===== config.mk =====
export PLATFORM = sky130hd
export DESIGN_NAME = acl_txd_fifo_reader
export DESIGN_NICKNAME = d
export VERILOG_FILES = /design/src/rtl/acl_pkg.sv /design/src/rtl/acl_tx_skid_buf.sv /design/src/rtl/acl_txd_fifo_reader.sv
export SDC_FILE = /design/constraint.sdc
export NUM_CORES = 1
export LEC_CHECK = 0
export ABC_AREA = 1
export CAP_MARGIN = 20
export CORE_ASPECT_RATIO = 0.75
export CORE_UTILIZATION = 50
export CTS_BUF_LIST = sky130_fd_sc_hd__clkbuf_16
export DETAILED_ROUTE_END_ITERATION = 16
export GPL_ROUTABILITY_DRIVEN = 1
export PLACE_DENSITY = 0.78
export SLEW_MARGIN = 20
export SYNTH_ARGS = -nofsm -noshare
export SYNTH_HDL_FRONTEND = slang
export SYNTH_SLANG_ARGS = --single-unit

===== constraint.sdc =====
create_clock -name clk -period 5.2 [get_ports clk]
set_input_delay 1.04 -clock clk [delete_from_list [all_inputs] [get_ports clk]]
set_output_delay 1.04 -clock clk [all_outputs]
set_load 0.005 [all_outputs]

===== src/rtl/acl_pkg.sv =====
// -----------------------------------------------------------------------------
// acl_pkg
// Shared definitions for the ACL packet FIFO transmit read-side engine.
//   acl_tx_state_t : read engine FSM state (IDLE, STREAM, DROP)
//   ACL_DATA_WIDTH : default FIFO / transmit data width
//   ACL_SKID_DEPTH : number of entries in the transmit skid buffer
// -----------------------------------------------------------------------------
package acl_pkg;

  typedef enum logic [1:0] {
    IDLE   = 2'd0,
    STREAM = 2'd1,
    DROP   = 2'd2
  } acl_tx_state_t;

  localparam int ACL_DATA_WIDTH = 8;
  localparam int ACL_SKID_DEPTH = 2;

endpackage


===== src/rtl/acl_tx_skid_buf.sv =====
// -----------------------------------------------------------------------------
// acl_tx_skid_buf
// Two-entry valid/ready register buffer carrying {last, data} in FIFO order.
// The head entry drives the output directly from flops, so the output word is
// held stable while the consumer stalls. Unused entries are kept at zero, which
// makes the output data and last flag read 0 whenever the buffer is empty.
//
// Ports:
//   clk, rst       : clock, asynchronous active-low reset
//   i_push         : write i_data/i_last this cycle (caller guarantees a slot)
//   i_data, i_last : word being written
//   o_slot_free    : a push this cycle would fit (includes same-cycle drain)
//   o_valid        : head entry holds a word
//   o_data, o_last : head entry contents (zero when o_valid = 0)
//   i_ready        : consumer accepts the head entry
// -----------------------------------------------------------------------------
module acl_tx_skid_buf
  import acl_pkg::*;
#(
  parameter int DATA_WIDTH = ACL_DATA_WIDTH
) (
  input  logic                  clk,
  input  logic                  rst,
  input  logic                  i_push,
  input  logic [DATA_WIDTH-1:0] i_data,
  input  logic                  i_last,
  output logic                  o_slot_free,
  output logic                  o_valid,
  output logic [DATA_WIDTH-1:0] o_data,
  output logic                  o_last,
  input  logic                  i_ready
);

  localparam logic [1:0] SkidFull = 2'(ACL_SKID_DEPTH);

  logic [DATA_WIDTH-1:0] head_data_q, head_data_d;
  logic                  head_last_q, head_last_d;
  logic [DATA_WIDTH-1:0] tail_data_q, tail_data_d;
  logic                  tail_last_q, tail_last_d;
  logic [1:0]            count_q, count_d;
  logic                  pop;

  assign o_valid     = (count_q != 2'd0);
  assign o_data      = head_data_q;
  assign o_last      = head_last_q;
  assign pop         = o_valid & i_ready;
  // A word leaving on this edge frees its slot for the word arriving.
  assign o_slot_free = (count_q < SkidFull) | pop;

  always_comb begin
    head_data_d = head_data_q;
    head_last_d = head_last_q;
    tail_data_d = tail_data_q;
    tail_last_d = tail_last_q;
    count_d     = count_q;
    case ({i_push, pop})
      2'b10: begin
        if (count_q == 2'd0) begin
          head_data_d = i_data;
          head_last_d = i_last;
        end else begin
          tail_data_d = i_data;
          tail_last_d = i_last;
        end
        count_d = count_q + 2'd1;
      end
      2'b01: begin
        // Shift forward; the tail is always zero when unused, so draining the
        // last word leaves the head zeroed as well.
        head_data_d = tail_data_q;
        head_last_d = tail_last_q;
        tail_data_d = '0;
        tail_last_d = 1'b0;
        count_d     = count_q - 2'd1;
      end
      2'b11: begin
        if (count_q == 2'd1) begin
          head_data_d = i_data;
          head_last_d = i_last;
        end else begin
          head_data_d = tail_data_q;
          head_last_d = tail_last_q;
          tail_data_d = i_data;
          tail_last_d = i_last;
        end
      end
      default: begin
      end
    endcase
  end

  always_ff @(posedge clk or negedge rst) begin
    if (!rst) begin
      head_data_q <= '0;
      head_last_q <= 1'b0;
      tail_data_q <= '0;
      tail_last_q <= 1'b0;
      count_q     <= 2'd0;
    end else begin
      head_data_q <= head_data_d;
      head_last_q <= head_last_d;
      tail_data_q <= tail_data_d;
      tail_last_q <= tail_last_d;
      count_q     <= count_d;
    end
  end

endmodule


===== src/rtl/acl_txd_fifo_reader.sv =====
// -----------------------------------------------------------------------------
// acl_txd_fifo_reader
// Read-side engine of the ACL packet FIFO. Waits for the per-frame ACL verdict
// of the frame at the FIFO head, then either streams the frame out on the
// AXI-Stream transmit port (through a two-entry skid buffer) or pops and
// discards it. Sustains one word per cycle in both modes.
//
// Optional feature macro: ACL_TX_STATS_EN adds forwarded/dropped frame
// counters (o_pkt_fwd_cnt, o_pkt_drop_cnt), counted on the last-word pop.
//
// Ports:
//   clk, rst                 : clock, asynchronous active-low reset
//   i_fifo_data/last/empty   : first-word-fall-through FIFO head
//   o_rd_valid               : pop strobe, head consumed on this edge
//   i_verdict_valid          : verdict available for the head frame
//   i_fifo_invalid           : verdict, 1 = drop, 0 = forward
//   o_verdict_ready          : verdict consumed this cycle
//   o_txd_tdata/tvalid/tlast : transmit stream (zeroed when not valid)
//   i_txd_tready             : downstream accepts the transmit word
//   o_pkt_fwd_cnt/drop_cnt   : frame counters (ACL_TX_STATS_EN only)
// -----------------------------------------------------------------------------
module acl_txd_fifo_reader
  import acl_pkg::*;
#(
  parameter int DATA_WIDTH = ACL_DATA_WIDTH,
  parameter int CNT_WIDTH  = 32
) (
  input  logic                  clk,
  input  logic                  rst,
  input  logic [DATA_WIDTH-1:0] i_fifo_data,
  input  logic                  i_fifo_last,
  input  logic                  i_fifo_empty,
  output logic                  o_rd_valid,
  input  logic                  i_verdict_valid,
  input  logic                  i_fifo_invalid,
  output logic                  o_verdict_ready,
  output logic [DATA_WIDTH-1:0] o_txd_tdata,
  output logic                  o_txd_tvalid,
  output logic                  o_txd_tlast,
  input  logic                  i_txd_tready
`ifdef ACL_TX_STATS_EN
  ,
  output logic [CNT_WIDTH-1:0]  o_pkt_fwd_cnt,
  output logic [CNT_WIDTH-1:0]  o_pkt_drop_cnt
`endif
);

  acl_tx_state_t state_q, state_d;
  logic          rd_valid;
  logic          verdict_ready;
  logic          skid_push;
  logic          slot_free;

  // Pop and verdict strobes depend on the current FIFO head, so they are
  // decoded from the registered state in the same cycle. The next verdict can
  // only be taken once the last word has been popped and the FSM is back in
  // IDLE, which keeps frames from interleaving in the skid buffer.
  always_comb begin
    state_d       = state_q;
    rd_valid      = 1'b0;
    verdict_ready = 1'b0;
    skid_push     = 1'b0;
    case (state_q)
      IDLE: begin
        verdict_ready = i_verdict_valid & ~i_fifo_empty;
        if (verdict_ready) begin
          state_d = i_fifo_invalid ? DROP : STREAM;
        end
      end
      STREAM: begin
        rd_valid  = ~i_fifo_empty & slot_free;
        skid_push = rd_valid;
        if (rd_valid && i_fifo_last) begin
          state_d = IDLE;
        end
      end
      DROP: begin
        rd_valid = ~i_fifo_empty;
        if (rd_valid && i_fifo_last) begin
          state_d = IDLE;
        end
      end
      default: begin
        state_d = IDLE;
      end
    endcase
  end

  always_ff @(posedge clk or negedge rst) begin
    if (!rst) begin
      state_q <= IDLE;
    end else begin
      state_q <= state_d;
    end
  end

  // Strobes are forced low while reset is held so that an abandoned frame
  // cannot pop or handshake before reset is released.
  assign o_rd_valid      = rd_valid & rst;
  assign o_verdict_ready = verdict_ready & rst;

  acl_tx_skid_buf #(
    .DATA_WIDTH(DATA_WIDTH)
  ) u_skid (
    .clk        (clk),
    .rst        (rst),
    .i_push     (skid_push),
    .i_data     (i_fifo_data),
    .i_last     (i_fifo_last),
    .o_slot_free(slot_free),
    .o_valid    (o_txd_tvalid),
    .o_data     (o_txd_tdata),
    .o_last     (o_txd_tlast),
    .i_ready    (i_txd_tready)
  );

`ifdef ACL_TX_STATS_EN
  logic [CNT_WIDTH-1:0] fwd_cnt_q, fwd_cnt_d;
  logic [CNT_WIDTH-1:0] drop_cnt_q, drop_cnt_d;

  // A frame is counted when its last word leaves the FIFO; counters wrap.
  always_comb begin
    fwd_cnt_d  = fwd_cnt_q;
    drop_cnt_d = drop_cnt_q;
    if (rd_valid && i_fifo_last) begin
      if (state_q == STREAM) begin
        fwd_cnt_d = fwd_cnt_q + CNT_WIDTH'(1);
      end
      if (state_q == DROP) begin
        drop_cnt_d = drop_cnt_q + CNT_WIDTH'(1);
      end
    end
  end

  always_ff @(posedge clk or negedge rst) begin
    if (!rst) begin
      fwd_cnt_q  <= '0;
      drop_cnt_q <= '0;
    end else begin
      fwd_cnt_q  <= fwd_cnt_d;
      drop_cnt_q <= drop_cnt_d;
    end
  end

  assign o_pkt_fwd_cnt  = fwd_cnt_q;
  assign o_pkt_drop_cnt = drop_cnt_q;
`else
  // Without statistics CNT_WIDTH sizes nothing; this empty block only keeps
  // the parameter referenced so both builds share one parameter list.
  if (CNT_WIDTH < 1) begin : g_cnt_width_unused
  end
`endif

endmodule


==> out/metrics.yaml, run 1 <==
status:
  outcome: "finished clean"
sta:
  tightest_slew_ps: 387
  finalSetupViolCount: 0
  hold_viol: 0
  report.final.slew_viol_count: 0
  finalClockSkew_ps: 2.21
  min_period_ps: 3720
  rsz0062_at_grt: "false"
  fmaxAchievable_ghz: 0.269
  slew_headroom_pct: 74.2
  fin_crit_sh_pct: 71.5
  fin_setup_tns_ps: 0
global_routing:
  grt_pass1_wl_um: 4840
  antenna_found_initial: 0
  overflow: 0
  track_usage_pct: 23.8
  grt_pass1_vias: 1084
  grt_max_degree: 18
floorplan:
  die_h_um: 46.5
  initial_core_util_pct: 55.0
  die_x_um: 61.4
  row_count: 15
  core_um2: 2400
  die_area_um2: 2850
  ios: 27
pwr:
  pwr-share-clk_pct: 17.9
  p_comb_share_pct: 47.8
  p_int_w: 0.000539
  swShare_pct: 38.2
  switching_power_w: 0.000333
  p_per_area_nw_per_um2: 517
  p_leak_nw: 0.873
  seqPwrFrac_pct: 34.3
  peakVddDrop_v: 0.000233
route:
  wl_per_cell_um: 12.9
  finalWirelength_um: 2940
  drtAntennaViolNets: 0
  drc: 0
  vias: 1185
  drt_iter0_markers: 71
  viasPerCell: 5.20
  firstDrtPassIters: 4
clocking:
  cts_made_buffers: 3
  clockRootBuffer: "clkbuf_16"
  clockBufferDepth: 2
  clock-sinks: 22
  post_cts_buffers: 0
  insertion_delay_ps: 250
  cts.repair.resized: 0
  postCtsHoldBufs: 0
  cts.clk_slew.worst_paths_ps: 50
  cts_tree: "built"
  cts_max_level: 1
logic_synthesis:
  yosys-top-cells-area: "dfrtp_1 (42%), nand2_1 (18%), nand3_1 (11%)"
  synth_common_cells: "nand2_1 (63), nand3_1 (30), dfrtp_1 (22)"
  synth.net_count: 192
  synth_area_per_cell_um2: 7.91
  synth_top_family_by_area: "simple AND/OR/NAND/NOR gates"
  synth_edf_count: 0
  muxShareOfSynthArea_pct: 0
  synth_compound_area_share_pct: 6.34
  synth.cell_area_um2: 1320
  synth-simple-area-share_pct: 36.5
  yosysTopAreaCell: "dfrtp_1"
  synthXorXnorAreaFrac_pct: 0.663
  ys_seq_area_share_pct: 41.7
  synth-async-reset-ratio_pct: 100
  synth_top_area_share_pct: 41.7
  synth_cell_types: 21
  ys.flop_type: "dfrtp_1"
  synth.most_common_cell: "nand2_1"
  synth_cells: 167
  synthAdderAreaFrac_pct: 9.47
  ys.warnings.count: 0
  synth-seq-cells: 22
min_path:
  hold_depth: 2
  hold_class: "reg -> reg"
critical_path:
  arrival_ps: 2680
  timing.critical_path.fanout_max: 15
  endpoint: "o_rd_valid"
  worst_setup_path_startpoint: "i_txd_tready"
  end_kind: "output port"
  worstPathRequired_ps: 4160
  reg2reg_from: "u_skid.count_q[1]"
  reg2reg_to: "u_skid.o_data[5]"
  crit_type: "in -> out"
  reg2reg_depth: 14
  start_kind: "input pin"
  rrSetupSlack_ps: 2780
cells_and_area:
  multi_input_area_um2: 699
  syn_to_final_growth_pct: 27.7
  fillers: 193
  fin_nets: 221
  fin_util_pct: 70.2
  n_antenna_cell: 0
  drive_gt1_share_pct: 7.22
  final-seq-area_um2: 551
placed_design:
  gp_congestion: 0.886
  portBuffers: 26
  hpwl_um: 2330
job:
  maxCapViolCount: 0
## placed cells by master, fill, tap and decap left out, types with 3 or more instances in the layout
cell type and n:
clkbuf_16 3, clkdlybuf4s50_1 26, dfrtp_1 22, ha_1 10, inv_1 10, a21oi_1 3, nand2_4 4, o21ai_0 10
nor2_1 3, nand3_1 30, nand2_1 63
## power by group through the flow
| stage | registers [W] | clock network, W | logic (W) |
|---|---|---|---|
| 2_1_floorplan | 0.000294 | 0 | 0.000259 |
| 3_3_place_gp | 0.000295 | 0 | 0.000399 |
| 3_5_place_dp | 0.000302 | 0 | 0.000415 |
| 4_1_cts | 0.000299 | 0.000160 | 0.000417 |
| 5_1_grt | 0.000308 | 0.000167 | 0.000476 |
| 6_report | 0.000299 | 0.000156 | 0.000417 |
## cells by family after synthesis
kind of cell             Yosys count
AO/OA/AOI/OAI                     15
adder cells (fa/ha/maj)           10
buffers and inverters             16
flip-flops                        22
XOR/XNOR                           1
AND/OR/NAND/NOR                  103
## cell type report
type / instances / area share (%)
multi-input combinational: 129 / 41.5
sequential: 22 / 32.6
timing repair buffer: 27 / 15.9
clock buffer: 3 / 4.45
inverter: 13 / 3.04
tap: 34 / 2.52
## registers in the layout, summed over array words and instances, names as in the netlist
name                count
state_q                 2
u_skid.tail_last_q      1
u_skid.o_data           8
u_skid.o_last           1
u_skid.tail_data_q      8
u_skid.count_q          2
## how the worst min path moves through the flow
stage | startpoint | endpoint | slack [ps]
floorplan | state_q[1] | state_q[1] | 470
global placement | u_skid.tail_data_q[2] | u_skid.tail_data_q[2] | 490
detailed placement | u_skid.tail_data_q[5] | u_skid.tail_data_q[5] | 500
CTS | u_skid.tail_data_q[5] | u_skid.tail_data_q[5] | 510
global route | state_q[1] | state_q[1] | 530
finish | u_skid.o_data[0] | u_skid.o_data[0] | 510
## worst max-delay path, stage by stage
cell and delay (ps):
clkdlybuf4s50_1 510, nand2_4 150, a21oi_1 150, nand2_1 150
a21oi_1 160, clkdlybuf4s50_1 510
## per-layer routing
| metal | vias to the layer above | routed length, um | track usage, % |
|---|---|---|---|
| met1 | 551 | 1450 | 35.0 |
| li1 | 596 | - | - |
| met3 | 2 | 120 | 4.21 |
| met2 | 36 | 1360 | 36.7 |
| met5 | - | 0 | 0 |
| met4 | 0 | 11 | 4.89 |
## through the flow
stage	worst slack [ps]	cell area [um^2]	power, W	hold WS, ps	cells
after floorplan	2640	1320	0.000553	467	167
after global placement	1510	1610	0.000694	491	225
after detailed placement	1480	1610	0.000717	496	225
after CTS	1480	1690	0.000876	511	228
after global routing	1340	1690	0.000951	532	228
final	1480	1690	0.000872	508	228
Power figures use the tool's default switching activity.
==> run 2: changes to the inputs <==
==> constraint.sdc (replaced) <==
create_clock -name clk -period 3.5 [get_ports clk]
set_input_delay 0.7 -clock clk [delete_from_list [all_inputs] [get_ports clk]]
set_output_delay 0.7 -clock clk [all_outputs]
set_load 0.005 [all_outputs]
==> run 2 against run 1 <==
  * Non-clock buffer count grew 1
  * Global-route usage grew 0.12 points
  * Utilization grew 1.6 points
  * Largest cell class unchanged
  * Hold slack lost 2.1 ps
  * Critical path depth is the same
  * Via count grew 2.0%
  * Wire length grew 1.4%
  * Clock power grew 100%
  * Setup slack lost 1000 ps
==> out/metrics.yaml, run 2 (synthesized netlist as in run 1, its figures left out) <==
status:
  outcome: "finished clean"  # unchanged
global_routing:
  grt_pass1_wl_um: 4830  # was 4840 um
  overflow: 0  # unchanged
  antenna_found_initial: 0  # unchanged
  grt_pass1_vias: 1081  # was 1084
  track_usage_pct: 24.0  # was 23.8%
  grt_max_degree: 16  # was 18
clocking:
  post_cts_buffers: 0  # unchanged
  cts_tree: "built"  # unchanged
  cts_max_level: 1  # unchanged
  clock-sinks: 22  # unchanged
  cts.clk_slew.worst_paths_ps: 60  # was 50 ps
  postCtsHoldBufs: 0  # unchanged
  clockBufferDepth: 2  # unchanged
  cts.repair.resized: 0  # unchanged
  insertion_delay_ps: 250  # about the same
  cts_made_buffers: 3  # unchanged
  clockRootBuffer: "clkbuf_16"  # unchanged
route:
  wl_per_cell_um: 13.0  # was 12.9 um
  vias: 1209  # was 1185
  viasPerCell: 5.26  # was 5.20
  drt_iter0_markers: 79  # was 71
  firstDrtPassIters: 4  # unchanged
  drtAntennaViolNets: 0  # unchanged
  finalWirelength_um: 2980  # was 2940 um
  drc: 0  # unchanged
cells_and_area:
  layout_common_cells: "nand2_1 (63), nand3_1 (30), clkdlybuf4s50_1 (26)"  # unchanged
  finalInstanceArea_um2: 1720  # was 1690 um^2
  final_common_cell: "nand2_1"  # unchanged
  fin_util_pct: 71.8  # was 70.2%
  n_antenna_cell: 0  # unchanged
  drive_gt1_share_pct: 8.16  # was 7.22%
  fin_nets: 222  # was 221
  fillers: 200  # was 193
  syn_to_final_growth_pct: 30.5  # was 27.7%
placed_design:
  hpwl_um: 2270  # was 2330 um
  gp_congestion: 0.826  # was 0.886
  portBuffers: 26  # unchanged
  dpl-instance-area_um2: 1620  # was 1610 um^2
  pre_cts_slack_ps: 461  # was 1480 ps
sta:
  hold_viol: 0  # unchanged
  finalSetupViolCount: 0  # unchanged
  min_period_ps: 3050
  rsz0062_at_grt: "false"  # unchanged
  timing.final.ws_setup_ps: 452  # was 1480 ps
  fmaxAchievable_ghz: 0.328
  finalClockSkew_ps: 4.00  # was 2.21 ps
  report.final.slew_viol_count: 0  # unchanged
  slew_headroom_pct: 75.0  # was 74.2%
  tightest_slew_ps: 375  # was 387 ps
  fin_crit_sh_pct: 87.1
  fin_setup_tns_ps: 0  # unchanged
critical_path:
  crit_type: "in -> out"  # unchanged
  end_kind: "output port"  # unchanged
  worstPathRequired_ps: 2800  # was 4160 ps
  timing.critical_path.fanout_max: 15  # unchanged
  start_kind: "input pin"  # unchanged
  arrival_ps: 2350  # was 2680 ps
job:
  maxCapViolCount: 0  # unchanged
floorplan:
  ios: 27  # unchanged
  die_h_um: 46.5  # unchanged
  initial_core_util_pct: 55.0  # unchanged
  die_area_um2: 2850  # unchanged
  core_um2: 2400  # unchanged
  die_x_um: 61.4  # unchanged
  row_count: 15  # unchanged
pwr:
  p_leak_nw: 0.892  # was 0.873 nW
  finalPower_w: 0.00138  # was 0.000872 W
  peakVddDrop_v: 0.000337  # was 0.000233 V
  p_per_area_nw_per_um2: 800  # was 517 nW/um^2
min_path:
  hold_class: "reg -> reg"  # unchanged
run 2: final timing paths:
kind / startpoint / to / slack, ps / cells past startpoint
setup reg to reg: u_skid.count_q[1] / u_skid.tail_last_q / 1020 / 13
hold / removal: state_q[1] / state_q[1] / 510 / 2
max in group asynchronous: rst / u_skid.o_data[3] / 2560 / 2
min in group asynchronous: rst / u_skid.count_q[1] / 770 / 2
setup / recovery: i_txd_tready / o_rd_valid / 450 / 6
hold reg to reg: state_q[1] / state_q[1] / 510 / 2
run 2: routing by layer:
layer | part of all wire [%] | global-route usage, % | vias to the layer above
li1 | - | - | 600
met4 | 1.2 | 8.00 | 0
met1 | 46 | 31.0 | 561
met2 | 48 | 40.4 | 41
met5 | 0 | 0 | -
met3 | 4.2 | 4.49 | 7
run 2: critical path, cell delays in order:
cell and delay [ps]:
clkdlybuf4s50_1 500, nand2_4 150, a21oi_1 160, nand2_1 160, a21oi_1 170, clkdlybuf4s50_1 510
run 2: stage by stage:
stage	instances	hold WS [ps]
after detailed placement	226	494
after global placement	226	491
after CTS	230	507
final	230	506
after global routing	230	532
after floorplan	167	404
run 2: power by group:
group	leakage, nW	switching [W]	internal (W)	total, W
registers	0.279	0.0000717	0.000372	0.000444
logic	0.562	0.000342	0.000280	0.000622
clock network	0.0511	0.0000859	0.000227	0.000313
total	0.892	0.000499	0.000879	0.00138
run 2: area by class of cell:
type                            count  area (um^2)  area share, %
Tap cell                           34         42.5           2.47
Timing Repair Buffer               28          275           16.0
Sequential cell                    22          551           31.9
Inverter                           13         51.3           2.98
Clock buffer                        3         75.1           4.35
Multi-Input combinational cell    129          699           40.6
Clock inverter                      1         30.0           1.74
